--- config.mk ---
export PLATFORM = sky130hd
export DESIGN_NAME = gemm_operand_loader
export DESIGN_NICKNAME = d
export VERILOG_FILES = /design/src/rtl/gemm_pkg.sv /design/src/rtl/gemm_operand_ram.sv /design/src/rtl/gemm_operand_loader.sv
export SDC_FILE = /design/constraint.sdc
export NUM_CORES = 1
export LEC_CHECK = 0
export BUFFER_PORTS_ARGS = -buffer_cell sky130_fd_sc_hd__buf_2
export CORE_MARGIN = 1.5
export CORE_UTILIZATION = 35
export CTS_BUF_LIST = sky130_fd_sc_hd__clkbuf_8
export CTS_CLUSTER_DIAMETER = 150
export CTS_CLUSTER_SIZE = 14
export DETAILED_ROUTE_END_ITERATION = 12
export GPL_TIMING_DRIVEN = 0
export SLEW_MARGIN = 20
export SYNTH_ARGS = -nofsm -noshare
export SYNTH_HDL_FRONTEND = slang
export SYNTH_SLANG_ARGS = --single-unit
--- constraint.sdc ---
create_clock -name clk -period 2.45 [get_ports clk]
set_input_delay 0.49 -clock clk [delete_from_list [all_inputs] [get_ports clk]]
set_output_delay 0.49 -clock clk [all_outputs]
set_load 0.01 [all_outputs]
--- src/rtl/gemm_pkg.sv ---
// Shared definitions for the GEMM operand loader: default widths, element-count
// helpers and the loader state encoding.
package gemm_pkg;

  localparam int DEF_DATA_WIDTH  = 16;
  localparam int DEF_ADDR_WIDTH  = 16;
  localparam int DEF_MATRIX_SIZE = 4;

  typedef enum logic [1:0] {
    LOAD_A = 2'd0,
    LOAD_B = 2'd1,
    START  = 2'd2,
    RUN    = 2'd3
  } loader_state_e;

  function automatic int elems_of(input int n);
    return n * n;
  endfunction

  function automatic int idx_width(input int elems);
    return (elems > 1) ? $clog2(elems) : 1;
  endfunction

endpackage

--- src/rtl/gemm_operand_ram.sv ---
// Single-write, single-registered-read operand store (ELEMS x DATA_WIDTH).
// Out-of-range reads return zero; a read colliding with a write returns old data.
module gemm_operand_ram
  import gemm_pkg::*;
#(
  parameter int DATA_WIDTH = DEF_DATA_WIDTH,
  parameter int ADDR_WIDTH = DEF_ADDR_WIDTH,
  parameter int ELEMS      = elems_of(DEF_MATRIX_SIZE),
  parameter int IDX_W      = idx_width(ELEMS)
) (
  input  logic                  clk,
  input  logic                  reset,
  input  logic                  we,
  input  logic [IDX_W-1:0]      waddr,
  input  logic [DATA_WIDTH-1:0] wdata,
  input  logic [ADDR_WIDTH-1:0] raddr,
  output logic [DATA_WIDTH-1:0] rdata
);

  localparam logic [ADDR_WIDTH-1:0] ELEMS_A = ADDR_WIDTH'(ELEMS);

  logic [DATA_WIDTH-1:0] mem_q [ELEMS];
  logic [DATA_WIDTH-1:0] rdata_q;

  // Storage is deliberately left uninitialised by reset.
  always_ff @(posedge clk) begin
    if (we) mem_q[waddr] <= wdata;
  end

  always_ff @(posedge clk or posedge reset) begin
    if (reset) begin
      rdata_q <= '0;
    end else if (raddr < ELEMS_A) begin
      rdata_q <= mem_q[raddr[IDX_W-1:0]];
    end else begin
      rdata_q <= '0;
    end
  end

  assign rdata = rdata_q;

endmodule

--- src/rtl/gemm_operand_loader.sv ---
// Streams an A then a B matrix (row-major) into two operand RAMs, then starts the GEMM.
// Optional s_last framing check enabled by defining GEMM_LOADER_LAST_CHECK_EN.
module gemm_operand_loader
  import gemm_pkg::*;
#(
  parameter int DATA_WIDTH  = DEF_DATA_WIDTH,
  parameter int ADDR_WIDTH  = DEF_ADDR_WIDTH,
  parameter int MATRIX_SIZE = DEF_MATRIX_SIZE
) (
  input  logic                  clk,
  input  logic                  reset,
  input  logic                  s_valid,
  output logic                  s_ready,
  input  logic [DATA_WIDTH-1:0] s_data,
  input  logic                  s_last,
  output logic                  gemm_start,
  input  logic                  gemm_done,
  input  logic [ADDR_WIDTH-1:0] a_rd_addr,
  output logic [DATA_WIDTH-1:0] a_rd_data,
  input  logic [ADDR_WIDTH-1:0] b_rd_addr,
  output logic [DATA_WIDTH-1:0] b_rd_data,
  output logic                  busy,
  output logic                  load_err
);

  localparam int ELEMS = elems_of(MATRIX_SIZE);
  localparam int IDX_W = idx_width(ELEMS);
  localparam logic [IDX_W-1:0] LAST_IDX = IDX_W'(ELEMS - 1);

  loader_state_e    state_q, state_d;
  logic [IDX_W-1:0] cnt_q, cnt_d;
  logic             s_ready_q, gemm_start_q, busy_q;
  logic             hs, a_we, b_we;

  assign hs   = s_valid & s_ready_q;
  assign a_we = hs & (state_q == LOAD_A);
  assign b_we = hs & (state_q == LOAD_B);

  always_comb begin
    state_d = state_q;
    cnt_d   = cnt_q;
    case (state_q)
      LOAD_A: begin
        if (hs) begin
          if (cnt_q == LAST_IDX) begin
            cnt_d   = '0;
            state_d = LOAD_B;
          end else begin
            cnt_d = cnt_q + 1'b1;
          end
        end
      end
      LOAD_B: begin
        if (hs) begin
          if (cnt_q == LAST_IDX) begin
            cnt_d   = '0;
            state_d = START;
          end else begin
            cnt_d = cnt_q + 1'b1;
          end
        end
      end
      START:   state_d = RUN;
      RUN:     if (gemm_done) state_d = LOAD_A;
      default: state_d = LOAD_A;
    endcase
  end

  // Outputs are registered from the next state so they stay pure Moore signals.
  always_ff @(posedge clk or posedge reset) begin
    if (reset) begin
      state_q      <= LOAD_A;
      cnt_q        <= '0;
      s_ready_q    <= 1'b1;
      gemm_start_q <= 1'b0;
      busy_q       <= 1'b0;
    end else begin
      state_q      <= state_d;
      cnt_q        <= cnt_d;
      s_ready_q    <= (state_d == LOAD_A) || (state_d == LOAD_B);
      gemm_start_q <= (state_d == START);
      busy_q       <= (state_d == START) || (state_d == RUN);
    end
  end

  assign s_ready    = s_ready_q;
  assign gemm_start = gemm_start_q;
  assign busy       = busy_q;

`ifdef GEMM_LOADER_LAST_CHECK_EN
  logic final_beat;
  logic load_err_q, load_err_d;

  assign final_beat = (state_q == LOAD_B) && (cnt_q == LAST_IDX);
  assign load_err_d = load_err_q | (hs & (s_last ^ final_beat));

  always_ff @(posedge clk or posedge reset) begin
    if (reset) load_err_q <= 1'b0;
    else       load_err_q <= load_err_d;
  end

  assign load_err = load_err_q;
`else
  logic unused_s_last;
  assign unused_s_last = s_last;
  assign load_err      = 1'b0;
`endif

  gemm_operand_ram #(
    .DATA_WIDTH (DATA_WIDTH),
    .ADDR_WIDTH (ADDR_WIDTH),
    .ELEMS      (ELEMS),
    .IDX_W      (IDX_W)
  ) u_ram_a (
    .clk   (clk),
    .reset (reset),
    .we    (a_we),
    .waddr (cnt_q),
    .wdata (s_data),
    .raddr (a_rd_addr),
    .rdata (a_rd_data)
  );

  gemm_operand_ram #(
    .DATA_WIDTH (DATA_WIDTH),
    .ADDR_WIDTH (ADDR_WIDTH),
    .ELEMS      (ELEMS),
    .IDX_W      (IDX_W)
  ) u_ram_b (
    .clk   (clk),
    .reset (reset),
    .we    (b_we),
    .waddr (cnt_q),
    .wdata (s_data),
    .raddr (b_rd_addr),
    .rdata (b_rd_data)
  );

endmodule

**Word-level counts from Yosys, hierarchy flattened**

Memories as Yosys holds them, arrays and structs flattened.
Cells that the tools add are included.

- Add/sub/neg operators: 1
- Order comparisons: 2
- Equal/unequal tests: 7
- Muxes and demuxes: 13
- Bitwise logic cells: 3
- Reductions and logical operators: 6

Operators by type and width:

| kind | count |
|---|---|
| $lt A16 B5 Y1 const B | 2 |
| $mux W16 | 2 |
| $mux W2 | 5 |
| $eq A2 B2 Y1 const B | 4 |
| $pmux W2 S4 | 1 |
| $add A4 B1 Y4 const B | 1 |
| $eq A2 B1 Y1 const B | 2 |
| $eq A4 B4 Y1 const B | 1 |
| $logic_not A2 Y1 | 2 |
| $mux W1 | 4 |
| $mux W4 | 1 |
| $and A1 B1 Y1 | 3 |
| $logic_or A1 B1 Y1 | 2 |
| $reduce_and A2 Y1 | 1 |
| $reduce_or A2 Y1 | 1 |

- Register bits: 41
- RAM bits: 512
- Output and inout bits: 36
- Word-level logic and storage cells: 41
- Memories: 2

Memories:

| name | words | bits a word | rd ports | clocked after Yosys merged registers in | write ports | RTL line | source |
|---|---|---|---|---|---|---|---|
| u_ram_a.mem_q | 16 | 16 | 1 | 0 | 1 | gemm_operand_ram.sv:22 | `logic [DATA_WIDTH-1:0] mem_q [ELEMS];` |
| u_ram_b.mem_q | 16 | 16 | 1 | 0 | 1 | gemm_operand_ram.sv:22 |  |

**Longest topological paths before layout**

Gate-level depths: netlist (run 1).

- Word-level depth: 6
- Depth in mapped cells: 5
- Mapped depth without buffers: 4

**Cells and area by module**

From an unflattened synthesis (run 1), not the netlist that was laid out.

- Cell total of the unflattened synthesis: 922
- Area total of the unflattened synthesis: 21354.2 um^2

Modules (own cells, without submodules):

| module | instances | cells each | area each (um^2) | seq. area each (um^2) |
|---|---|---|---|---|
| gemm_operand_ram | 2 | 443 | 10480.1 | 8087.8 |
| gemm_operand_loader | 1 | 36 | 394.1 | 201.4 |

**Worst setup path before layout (run 1)**

No wires, ideal clock.

- Path kind: reg2reg
- Start point: register s_ready_q (netlist: s_ready)
- End point: memory u_ram_b.mem_q[15][0] (netlist bit), enable pin
- Library setup time: 0.393 ns
- Data arrival time: 1.686 ns
- Data required time: 2.057 ns
- Path slack: 0.370 ns
- Stages on the path, launching flop included: 3
- Path buffers: 0
- Clock period less this slack: 2.080 ns
- Cells stage by stage: dfstp_2 and4b_1 nor2b_1

- Cells in the longest elaborated chain, start to end: 4

Ends and longest elaborated chain:

| what | RTL line | source |
|---|---|---|
| start: declaration | gemm_operand_loader.sv:32 | `logic s_ready_q, gemm_start_q, busy_q;` |
| start signal: assignment | gemm_operand_loader.sv:80 | `s_ready_q <= (state_d == LOAD_A) \|\| (state_d == LOAD_B);` |
| $and A1 B1 Y1 | gemm_operand_loader.sv:35 | `assign hs = s_valid & s_ready_q;` |
| $and A1 B1 Y1 | gemm_operand_loader.sv:37 | `assign b_we = hs & (state_q == LOAD_B);` |
| $mux W1 | gemm_operand_ram.sv:27 | `if (we) mem_q[waddr] <= wdata;` |
| $mux W1 (not written as such) | gemm_operand_ram.sv:27 |  |
| end: declaration | gemm_operand_ram.sv:22 |  |

No other way between the ends.

**Worst setup path in the final report (run 1)**

- Start point: register cnt_q[2]
- End point: memory u_ram_b.mem_q[0][0] (netlist bit), enable pin

RTL lines:

| what | RTL line | source |
|---|---|---|
| start: declaration | gemm_operand_loader.sv:31 | `logic [IDX_W-1:0] cnt_q, cnt_d;` |
| start signal: assignment | gemm_operand_loader.sv:79 | `cnt_q <= cnt_d;` |

Straight into the memory's write port.

==> metrics.md, run 1 <==
| Metric | Value |
|---|---|
| HP Class | `in2reg` |
| CTS Buffer Depth | `3` |
| Final non-filler cell total | `1876` |
| Die W | `248.6 um` |
| 1st-iter DRT viols | `855` |
| Clk pwr share | `26.6%` |
| First-pass GRT wire length | `67300 um` |
| Combinational power share | `10.5%` |
| GRT Total Usage | `14.77%` |
| Dpl hpwl | `29740 um` |
| Relative slew slack | `50.57%` |
| Fmax | `0.4468 GHz` |
| Largest stage delay, worst path | `0.65 ns` |
| Total power | `0.01747 W` |
| Finished Core Util | `40.14%` |
| Max FO, Critical Path | `10` |
| Clock sinks | `552` |
| Die Area | `0.06181 sq mm` |
| DRC violations left | `0` |
| Wire per inst | `24.26 um` |
| TritonCTS Buffers | `45` |
| Largest area contributor in the synthesized netlist | `edfxtp_1` |
| Area occupied by multi-input gates | `0.004493 sq mm` |
| Min Tclk post-route | `2.238 ns` |
| Number of cell rows | `89` |
| RSZ-0062 raised after global routing | `no` |
| Initial Utilization | `35.58%` |
| Worst Skew | `0.02002 ns` |
| H-tree depth | `2` |
| Flip-flop and latch count after synthesis | `552` |
| Via density | `5.129` |
| Slew Viols, Final | `0` |
| Initial antenna violation count | `2` |
| Post-synth top area share | `72.81%` |
| Synth Instances | `906` |
| Cells after DPL | `1792` |
| Setup WS pre-CTS | `0.06265 ns` |
| CP required | `2.76 ns` |
| Warnings from Yosys | `0` |
| Seq/Total Area, Yosys | `77.56%` |
| FILL cells | `5232` |
| PortBufs | `80` |
| Post-CTS resize count | `0` |
| Critical path, cell by cell | `or2_2, clkbuf_1, nor2_2, buf_6` |
| PwrDens | `733.3 mW/mm^2` |
| Max_cap viols | `0` |
| Sequential fraction of design power | `63.0%` |
| Worst setup EP type | `flip-flop` |
| Slowest-stage cell, CP | `nor2_2` |
| Synth top area cells | `edfxtp_1, mux4_1, mux4_2` |
| Share of cells above drive strength 1 | `26.70%` |
| P&R area growth vs syn | `12.84%` |
| Most frequent cells in the layout | `edfxtp_1, buf_2, mux4_1, mux2i_1, mux4_2` |
| CTS Hold Bufs | `1` |
| Largest net degree at the start of global routing | `33` |
| Setup-failing EPs final | `0` |
| Pint | `0.01328 W` |
| Synthesized area per cell | `23.31 sq um` |
| Net Count, Synth | `963` |
| Final worst slack | `0.2120 ns` |
| Post-Synthesis Cell Area | `0.02112 sq mm` |
| Number of global-route vias before repair | `9903` |
| Routability cong. | `0.7535` |
| # nets final | `1124` |
| Routed Antenna Nets | `0` |
| Core area | `0.05935 sq mm` |
| Die Ht | `248.6 um` |
| Worst slew pin tran | `0.7414 ns` |
| Final Hold Viols | `0` |
| TritonCTS clock tree | `done` |
| Crit path DAT | `2.55 ns` |
| Status | `finished, final reports clean` |
| Worst-Skew Late Latency | `0.60 ns` |
| Fin crit share | `91.35%` |
| Reg area | `0.01638 sq mm` |
| Drt pass-1 iters | `5` |
| Crit path kind | `reg2reg` |
| Critical path launch point type | `flip-flop` |
| Final wirelength | `45510 um` |
| Most common cell after layout, fill and taps aside | `edfxtp_1` |
| IO Count | `89` |
| Vias | `9622` |
| Sw Ratio | `24.00%` |
| Pleak | `8.141 nW` |
| Switch Pwr | `0.004193 W` |
| Distinct cells, synth | `36` |
| Setup Fix Bufs, Post-CTS | `0` |
| Root Buffer | `clkbuf_8` |
| GR Overflow Total | `0` |
| Clk slew on worst S/H paths | `0.09 ns` |
| Worst VDD drop | `452.4 uV` |
## final timing paths
check / start / depth (start not counted) / slack [ns] / to
min in group asynchronous: reset / 3 / 0.49 / busy
max: cnt_q[2] / 4 / 0.21 / u_ram_b.mem_q[0][0]
max reg2reg: cnt_q[2] / 4 / 0.21 / u_ram_b.mem_q[0][0]
max in group asynchronous: reset / 4 / 1.43 / u_ram_b.rdata[3]
min reg2reg: busy / 1 / 0.55 / s_ready
min: gemm_done / 3 / 0.13 / s_ready
## cells by family (layout without fill, tap and decap cells)
family / after synthesis / count (layout) / share of synthesized area [%]
AND/OR/NAND/NOR: 68 / 68 / 1.553
flip-flops: 552 / 552 / 77.56
other: 1 / 3 / 0.01776
AO/OA/AOI/OAI: 40 / 40 / 1.209
adder cells (fa/ha/maj): 4 / 4 / 0.2370
multiplexers: 192 / 192 / 17.84
XOR/XNOR: 1 / 1 / 0.04149
buffers and inverters: 48 / 243 / 1.541
## cell usage after synthesis
library cell and number:
a21o_1 2, a21oi_1 1, a22o_1 1, and3b_1 1, and4b_1 1, and4bb_2 1
buf_1 1, buf_2 16, buf_4 5, buf_6 14, clkbuf_1 8, clkbuf_2 1
conb_1 1, dfrtp_1 39, dfstp_2 1, edfxtp_1 512, ha_1 4, inv_1 3
mux2i_1 64, mux4_1 65, mux4_2 63, nand2_1 13, nand2b_1 2, nand3_1 4
nand4_1 2, nand4b_1 2, nor2_1 30, nor2b_1 3, nor3_1 2, nor4_1 6
o21a_1 1, o21ai_0 2, o22ai_1 32, o31a_1 1, or2_2 1, xnor2_1 1
## per-layer routing
metal	global-route usage (%)	wire (um)	vias to the layer above	share of wire, %
met5	0	0	-	0
met2	24.06	22020	269	48
met4	3.120	624	0	1.4
li1	-	-	4176	-
met3	2.690	2439	47	5.4
met1	20.79	20430	5130	45
## per-stage QoR
step,setup TNS [ns],cell area [sq um],hold slack (ns)
after floorplan,0,21120,0.5272
after global placement,-197.87,22480,0.5257
after detailed placement,0,23050,0.5432
after CTS,0,23820,0.06969
after global routing,0,23820,0.09723
final,0,23830,0.1283
## sequential cells by signal, indices dropped and copies added, names as in the netlist
name,flops
busy,1
cnt_q,4
gemm_start,1
s_ready,1
state_q,1
u_ram_a.mem_q,256
u_ram_a.rdata,16
u_ram_b.mem_q,256
u_ram_b.rdata,16
## final cells by class
class	instances	share of cell area (%)
flip-flops and latches	552	68.73
multi-input cells	306	18.86
well taps	773	4.059
repair buffers	114	3.776
clock buffers	45	2.599
plain buffers	45	1.318
clock inverters	36	0.5881
inverters	3	0.04726
diodes	2	0.02101
## power by group through the flow
stage	combinational, W	sequential (W)	clock [W]
final	0.00183	0.0110	0.00464
after global routing	0.00198	0.0111	0.00511
after CTS	0.00187	0.0110	0.00480
after detailed placement	0.00186	0.0112	0
after global placement	0.00162	0.0112	0
after floorplan	0.00102	0.0112	0
## critical path: cells and delay by family, from the launching register on
| kind | cells | cell delay [ns] |
|---|---|---|
| and+or+nand+nor | 2 | 0.96 |
| buffers and inverters | 2 | 0.52 |
| DFF | 1 | 0.46 |
Note: power is estimated with default switching activity, not from simulation.
==> inputs of run 2 (changes only) <==
--- a/config.mk
+++ b/config.mk
@@ -5,6 +5,7 @@
 export SDC_FILE = /design/constraint.sdc
 export NUM_CORES = 1
 export LEC_CHECK = 0
+export ABC_AREA = 1
 export BUFFER_PORTS_ARGS = -buffer_cell sky130_fd_sc_hd__buf_2
 export CORE_MARGIN = 1.5
 export CORE_UTILIZATION = 35
==> run 2 against run 1 <==
Compared with the run above:
- sequential share of layout area down 2.3 points
- worst hold slack better by 0.078 ns
- via count up 51%
- sequential power about the same
- area after synthesis up 4.3%
- clock power up 2%
- largest power group unchanged
- highest routed layer is now met5
==> metrics.md, run 2 <==
| Metric | Value |
|---|---|
| Status | `finished, final reports clean` |
| Wire per inst | `19.96 um (-18%)` |
| Final non-filler cell total | `2862 (+53%)` |
| Adder-cell share of the synthesized area | `0.2273% (-0.0097 points)` |
| Setup-failing EPs final | `0 (unchanged)` |
| Slew Viols, Final | `0 (unchanged)` |
| Seq/Total Area, Yosys | `74.38% (-3.2 points)` |
| Post-Synth Simple-Gate Area | `19.47% (+18 points)` |
| Pleak | `9.141 nW (+12%)` |
| P&R area growth vs syn | `11.92%` |
| Vias | `14490 (+51%)` |
| Asr flop ratio synth | `7.246% (unchanged)` |
| Largest family of logic cells by synthesized area | `simple AND/OR/NAND/NOR gates` |
| Post-DP Area | `0.02387 sq mm (+3.5%)` |
| Fin crit share | `96.62% (+5.3 points)` |
| Setup Fix Bufs, Post-CTS | `0 (unchanged)` |
| Net Count, Synth | `1892 (+96%)` |
| Die Ht | `253.8 um (+2.1%)` |
| PwrDens | `725.3 mW/mm^2 (-1.1%)` |
| Die W | `253.8 um (+2.1%)` |
| Synth top cells by count | `nand2_1, edfxtp_1, nand3_1, nor2_1, buf_2` |
| Share of cells above drive strength 1 | `14.03% (-13 points)` |
| Worst Skew | `0.02307 ns (+0.003050 ns)` |
| Hold depth | `3 (unchanged)` |
| Flip-flop and latch count after synthesis | `552 (unchanged)` |
| Worst reg2reg path depth | `6 (+2)` |
| Pint | `0.01315 W (-0.95%)` |
| Crit path DAT | `2.70 ns (+0.15 ns)` |
| Die Area | `0.06442 sq mm (+4.2%)` |
| Routability cong. | `0.8402 (+12%)` |
| Dpl hpwl | `37750 um (+27%)` |
| IO Count | `89 (unchanged)` |
| Worst setup EP type | `flip-flop` |
| Combinational power share | `12.1% (+1.6 points)` |
| Via density | `5.061 (-1.3%)` |
| Most frequent cells in the layout | `nand2_1, edfxtp_1, nand3_1, buf_2, inv_1` |
| Cells after DPL | `2779 (+55%)` |
| Sw Ratio | `26.41% (+2.4 points)` |
| Largest area contributor in the synthesized netlist | `edfxtp_1` |
| Synth Instances | `1835 (+100%)` |
| CP required | `2.78 ns (+0.02 ns)` |
| Core area | `0.06194 sq mm (+4.4%)` |
| FILL cells | `5952 (+14%)` |
| Worst-Skew Late Latency | `0.61 ns (about the same)` |
| Root Buffer | `clkbuf_8` |
| Dominant synthesized flop cell | `edfxtp_1` |
| Fmax | `0.4224 GHz (-5.5%)` |
| Sequential fraction of design power | `61.6% (-1.4 points)` |
| Count leader, synth | `nand2_1` |
| Design Area, Final | `0.02464 sq mm (+3.4%)` |
| Initial antenna violation count | `2 (unchanged)` |
| DRC violations left | `0 (unchanged)` |
| Biggest regs | `u_ram_a.mem_q: 256 flops, u_ram_b.mem_q: 256 flops` |
| Most common cell after layout, fill and taps aside | `nand2_1` |
| Worst slew pin tran | `0.8863 ns (+0.1449 ns)` |
| Initial Utilization | `35.55% (about the same)` |
| Number of cell rows | `91 (+2.2%)` |
| PortBufs | `82 (+2.5%)` |
| Max FO, Critical Path | `10 (unchanged)` |
| Warnings from Yosys | `0 (unchanged)` |
| Largest net degree at the start of global routing | `33 (unchanged)` |
| Synthesized area per cell | `12.00 sq um (-49%)` |
| # nets final | `2047 (+82%)` |
| Area fraction in compound gates after synthesis | `2.364% (+1.2 points)` |
| Relative slew slack | `40.85% (-9.7 points)` |
| Routed Antenna Nets | `0 (unchanged)` |
| Final wirelength | `57140 um (+26%)` |
| Final hold slack | `0.2065 ns (+0.07820 ns)` |
| TritonCTS Buffers | `45 (unchanged)` |
| Clk slew on worst S/H paths | `0.10 ns (about the same)` |
| Clk pwr share | `26.4% (-0.2 points)` |
| HP Class | `in2reg` |
| EDFF count, synth | `512 (unchanged)` |
| Clock sinks | `552 (unchanged)` |
| Min Tclk post-route | `2.367 ns (+0.1293 ns)` |
| Max_cap viols | `0 (unchanged)` |
| Worst VDD drop | `437.3 uV (-3.3%)` |
| Synth top area cells | `edfxtp_1, nand2_1, nand3_1` |
| H-tree depth | `2 (unchanged)` |
| Drt pass-1 iters | `5 (unchanged)` |
| RSZ-0062 raised after global routing | `yes` |
| Crit path kind | `reg2reg` |
| GRT Total Usage | `17.62% (+2.9 points)` |
| 1st-iter DRT viols | `1540 (+80%)` |
| CTS Buffer Depth | `3 (unchanged)` |
| Number of global-route vias before repair | `13650 (+38%)` |
| Post-synth top area share | `69.83% (-3.0 points)` |
| Synth Area in XOR/XNOR | `0.03978% (-0.0017 points)` |
| Post-Synthesis Cell Area | `0.02202 sq mm (+4.3%)` |
| Post-synthesis mux area share | `0% (-18 points)` |
| Distinct cells, synth | `26 (-28%)` |
| Critical path launch point type | `flip-flop` |
| GR Overflow Total | `0 (unchanged)` |
| TritonCTS clock tree | `done` |
| Switch Pwr | `0.004721 W (+13%)` |
| First-pass GRT wire length | `84390 um (+25%)` |
| Final Hold Viols | `0 (unchanged)` |
-- run 2: cell types whose count changed in the layout (fill, tap and decap cells not counted), sizes merged, moves of 6 or more --
cell,delta
a21oi,+63
a31oi,+30
buf,+53
inv,+43
mux2i,-64
mux4,-128
nand2,+587
nand3,+327
nor2,+49
nor3,+8
nor4,-6
o22ai,-32
-- run 2: cell families (layout without fill, tap and decap cells) --
group / Yosys count / after routing
AOI/OAI and AO/OA: 96 / 96
buffers and inverters: 159 / 348
xor gates and xnor gates: 1 / 1
DFF: 552 / 552
and+or+nand+nor: 1022 / 1022
other: 1 / 2
adders and majority gates: 4 / 4
-- run 2: worst max-delay path, cell delays in order, from the launching register on --
cell and delay [ns]:
dfstp_2 0.58, nand3_2 0.16, nor2_1 0.14, inv_1 0.15, buf_2 0.25, nor2_2 0.56, buf_6 0.24
-- run 2: cell type report --
| cell class | count | area, sq um | area share, % |
|---|---|---|---|
| repair buffers | 108 | 718.2 | 2.914 |
| well taps | 837 | 1047 | 4.250 |
| multi-input cells | 1124 | 4967 | 20.16 |
| diodes | 1 | 2.502 | 0.01015 |
| flip-flops and latches | 552 | 16380 | 66.46 |
| inverters | 50 | 187.7 | 0.7616 |
| clock inverters | 36 | 140.1 | 0.5686 |
| plain buffers | 109 | 584.3 | 2.371 |
| clock buffers | 45 | 619.3 | 2.513 |
-- run 2: per-layer routing --
layer | vias up | track usage [%] | wire, um
li1 | 6700 | - | -
met5 | - | 0 | 11
met2 | 631 | 27.05 | 25260
met3 | 87 | 2.366 | 4736
met4 | 2 | 4.490 | 1326
met1 | 7065 | 26.30 | 25800
-- run 2: timing repair --
| action | CTS | global route |
|---|---|---|
| hold buffers | 1 | 0 |
| resized for setup | 0 | 1 |
| setup endpoints to repair | 0 | 19 |
| hold endpoints to repair | 19 | 0 |
-- run 2: final timing paths --
path | slack (ns) | end | start
worst min register to register | 0.59 | cnt_q[0] | cnt_q[0]
worst min-delay path | 0.21 | cnt_q[2] | s_valid
min in group asynchronous | 0.48 | gemm_start | reset
max in group asynchronous | 1.38 | s_ready | reset
worst max register to register | 0.08 | u_ram_a.mem_q[11][15] | s_ready
worst max-delay path | 0.08 | u_ram_a.mem_q[11][15] | s_ready
-- run 2: stage by stage --
stage | power [W] | util, % | setup WS (ns) | TNS (ns)
final | 0.01787 | 39.79 | 0.08272 | 0
after global routing | 0.01858 | 39.79 | -0.01116 | -0.1148
after CTS | 0.01795 | 39.77 | 0.08643 | 0
after detailed placement | 0.01336 | 38.53 | 0.04029 | 0
after global placement | 0.01314 | 37.90 | -0.8193 | -183.23
after floorplan | 0.01241 | - | -0.006041 | -0.2899
-- run 2: power groups by stage --
stage                     sequential [W]  clock [W]  combinational (W)
after CTS                         0.0110    0.00479            0.00215
after detailed placement          0.0112          0            0.00214
after floorplan                   0.0112          0            0.00121
final                             0.0110    0.00471            0.00216
after global routing              0.0110    0.00516            0.00237
after global placement            0.0112          0            0.00192
==> inputs of run 3 (changes only) <==
--- a/config.mk
+++ b/config.mk
@@ -14,6 +14,7 @@
 export CTS_CLUSTER_SIZE = 14
 export DETAILED_ROUTE_END_ITERATION = 12
 export GPL_TIMING_DRIVEN = 0
+export SETUP_SLACK_MARGIN = 0.15
 export SLEW_MARGIN = 20
 export SYNTH_ARGS = -nofsm -noshare
 export SYNTH_HDL_FRONTEND = slang
==> run 3 against run 2 <==
Compared with the run above:
- clock skew fell by 0.0066 ns
- global-route usage increased by 0.39 points
- combinational power up 3%
- critical path type unchanged
- critical endpoint is now u_ram_b.mem_q[12][5]
- largest cell class unchanged
==> metrics.md, run 3 (synthesized netlist as in run 2, its figures left out) <==
| Metric | Value |
|---|---|
| Status | `finished, final reports clean` |
| 1st-iter DRT viols | `1446 (-6.1%)` |
| Design Area, Final | `0.02482 sq mm (+0.72%)` |
| P&R area growth vs syn | `12.73%` |
| Crit path DAT | `2.67 ns (-0.03 ns)` |
| Clk slew on worst S/H paths | `0.10 ns (about the same)` |
| Core area | `0.06194 sq mm (unchanged)` |
| Worst-Skew Late Latency | `0.65 ns (+0.04 ns)` |
| Routed Antenna Nets | `0 (unchanged)` |
| CTS Buffer Depth | `3 (unchanged)` |
| Biggest regs | `u_ram_a.mem_q: 256 flops, u_ram_b.mem_q: 256 flops` |
| Initial Utilization | `35.55% (unchanged)` |
| Number of global-route vias before repair | `13850 (+1.5%)` |
| Largest stage delay, worst path | `0.65 ns (+0.07 ns)` |
| CP required | `2.80 ns (+0.02 ns)` |
| Max_cap viols | `0 (unchanged)` |
| Switch Pwr | `0.004863 W (+3.0%)` |
| Final hold slack | `0.1706 ns (-0.03589 ns)` |
| Die W | `253.8 um (unchanged)` |
| Fin crit share | `94.52% (-2.1 points)` |
| Worst slew pin tran | `0.9162 ns (+0.02989 ns)` |
| TritonCTS clock tree | `done` |
| H-tree depth | `2 (unchanged)` |
| Slowest-stage cell, CP | `nor3_2` |
| Sequential fraction of design power | `60.8% (-0.8 points)` |
| Final non-filler cell total | `2871 (+0.31%)` |
| Post-DP Area | `0.02390 sq mm (+0.14%)` |
| Clk pwr share | `26.8% (+0.4 points)` |
| First-pass GRT wire length | `85700 um (+1.6%)` |
| Die Ht | `253.8 um (unchanged)` |
| Cells after DPL | `2782 (+0.11%)` |
| PortBufs | `82 (unchanged)` |
| DRC violations left | `0 (unchanged)` |
| Final Hold Viols | `0 (unchanged)` |
| Sw Ratio | `26.86% (+0.44 points)` |
| RSZ-0062 raised after global routing | `yes` |
| Worst VDD drop | `318.9 uV (-27%)` |
| IO Count | `89 (unchanged)` |
| Relative slew slack | `38.92% (-1.9 points)` |
| Share of cells above drive strength 1 | `14.46% (+0.43 points)` |
| Root Buffer | `clkbuf_8` |
| Wire per inst | `20.33 um (+1.8%)` |
| Drt pass-1 iters | `6 (+1)` |
| Pleak | `9.200 nW (+0.64%)` |
| GR Overflow Total | `0 (unchanged)` |
| Fmax | `0.4318 GHz (+2.2%)` |
| # nets final | `2053 (+0.29%)` |
| Most frequent cells in the layout | `nand2_1, edfxtp_1, nand3_1, buf_2, inv_1` |
| Dpl hpwl | `38250 um (+1.3%)` |
| Worst Skew | `0.01645 ns (-0.006618 ns)` |
| Combinational power share | `12.3% (+0.2 points)` |
| Pint | `0.01324 W (+0.69%)` |
| Most common cell after layout, fill and taps aside | `nand2_1` |
| Via density | `5.020 (-0.81%)` |
| Final wirelength | `58360 um (+2.1%)` |
| PwrDens | `729.5 mW/mm^2 (+0.58%)` |
| Total power | `0.01811 W (+1.3%)` |
| Min Tclk post-route | `2.316 ns (-0.05163 ns)` |
| TritonCTS Buffers | `45 (unchanged)` |
| HP Class | `in2reg` |
| Largest net degree at the start of global routing | `33 (unchanged)` |
| Worst setup EP type | `flip-flop` |
| Crit path kind | `reg2reg` |
| Die Area | `0.06442 sq mm (unchanged)` |
| Routability cong. | `0.8375 (-0.32%)` |
| GRT Total Usage | `18.01% (+0.39 points)` |
| Clock sinks | `552 (unchanged)` |
| Setup-failing EPs final | `0 (unchanged)` |
| Max FO, Critical Path | `9 (-1)` |
| Critical path launch point type | `flip-flop` |
| Slew Viols, Final | `0 (unchanged)` |
| Critical path, cell by cell | `nand3_2, nor2_1, inv_2, nor3_2, buf_4` |
| Initial antenna violation count | `2 (unchanged)` |
| Vias | `14410 (-0.50%)` |
| Number of cell rows | `91 (unchanged)` |
run 3: changes by cell type in the layout (fill, tap and decap cells not counted), sizes merged:
cell      delta
buf          +6
clkinvlp     +2
inv          -1
clkbuf       +2
run 3: cell type report:
type | count | area [sq um]
diodes | 1 | 2.502
plain buffers | 109 | 584.3
clock buffers | 47 | 646.9
clock inverters | 37 | 147.6
fillers | 5955 | 37120
inverters | 50 | 191.4
multi-input cells | 1124 | 5045
flip-flops and latches | 552 | 16380
well taps | 837 | 1047
repair buffers | 114 | 779.5
run 3: per-stage QoR:
step | worst slack, ns | setup TNS [ns] | utilization (%)
final | 0.1344 | 0 | 40.07
after global routing | 0.004752 | 0 | 40.07
after CTS | 0.06880 | 0 | 39.93
after detailed placement | 0.05797 | 0 | 38.58
after global placement | -0.9031 | -194.08 | 37.91
after floorplan | -0.006041 | -0.2899 | -
run 3: power groups by stage:
| stage | logic, W | clock network [W] | registers [W] |
|---|---|---|---|
| final | 0.00223 | 0.00486 | 0.0110 |
| after global routing | 0.00246 | 0.00528 | 0.0111 |
| after CTS | 0.00218 | 0.00495 | 0.0110 |
| after detailed placement | 0.00214 | 0 | 0.0112 |
| after global placement | 0.00192 | 0 | 0.0112 |
| after floorplan | 0.00121 | 0 | 0.0112 |
run 3: repair_timing:
action	4_1_cts	5_1_grt
pin swaps	0	2
endpoints found under the hold margin	16	0
resized for setup	6	10
endpoints found under the setup margin	133	156
setup buffers	0	3
hold buffers	1	0
run 3: per-layer routing:
metal	GRT usage [%]	share of wire [%]	wire [um]	vias to the layer above
li1	-	-	-	6712
met1	25.04	44	25540	7062
met2	28.77	47	27160	555
met3	3.134	7.2	4175	84
met4	5.578	2.5	1479	0
met5	0	0	0	-
run 3: path summary, 6_finish.rpt:
path	startpoint	to	slack, ns	cells after the start
min in group asynchronous	reset	u_ram_b.rdata[10]	0.40	3
worst max register to register	s_ready	u_ram_b.mem_q[12][5]	0.13	5
worst min register to register	cnt_q[0]	cnt_q[0]	0.61	2
worst max-delay path	s_ready	u_ram_b.mem_q[12][5]	0.13	5
max in group asynchronous	reset	s_ready	1.49	4
worst min-delay path	s_valid	cnt_q[2]	0.17	3
run 3: worst max-delay path, delay by kind of cell, from the launching register on:
| kind | cells | cell delay [ns] |
|---|---|---|
| buffers and inverters | 2 | 0.43 |
| flip-flops | 1 | 0.61 |
| AND/OR/NAND/NOR | 3 | 0.97 |
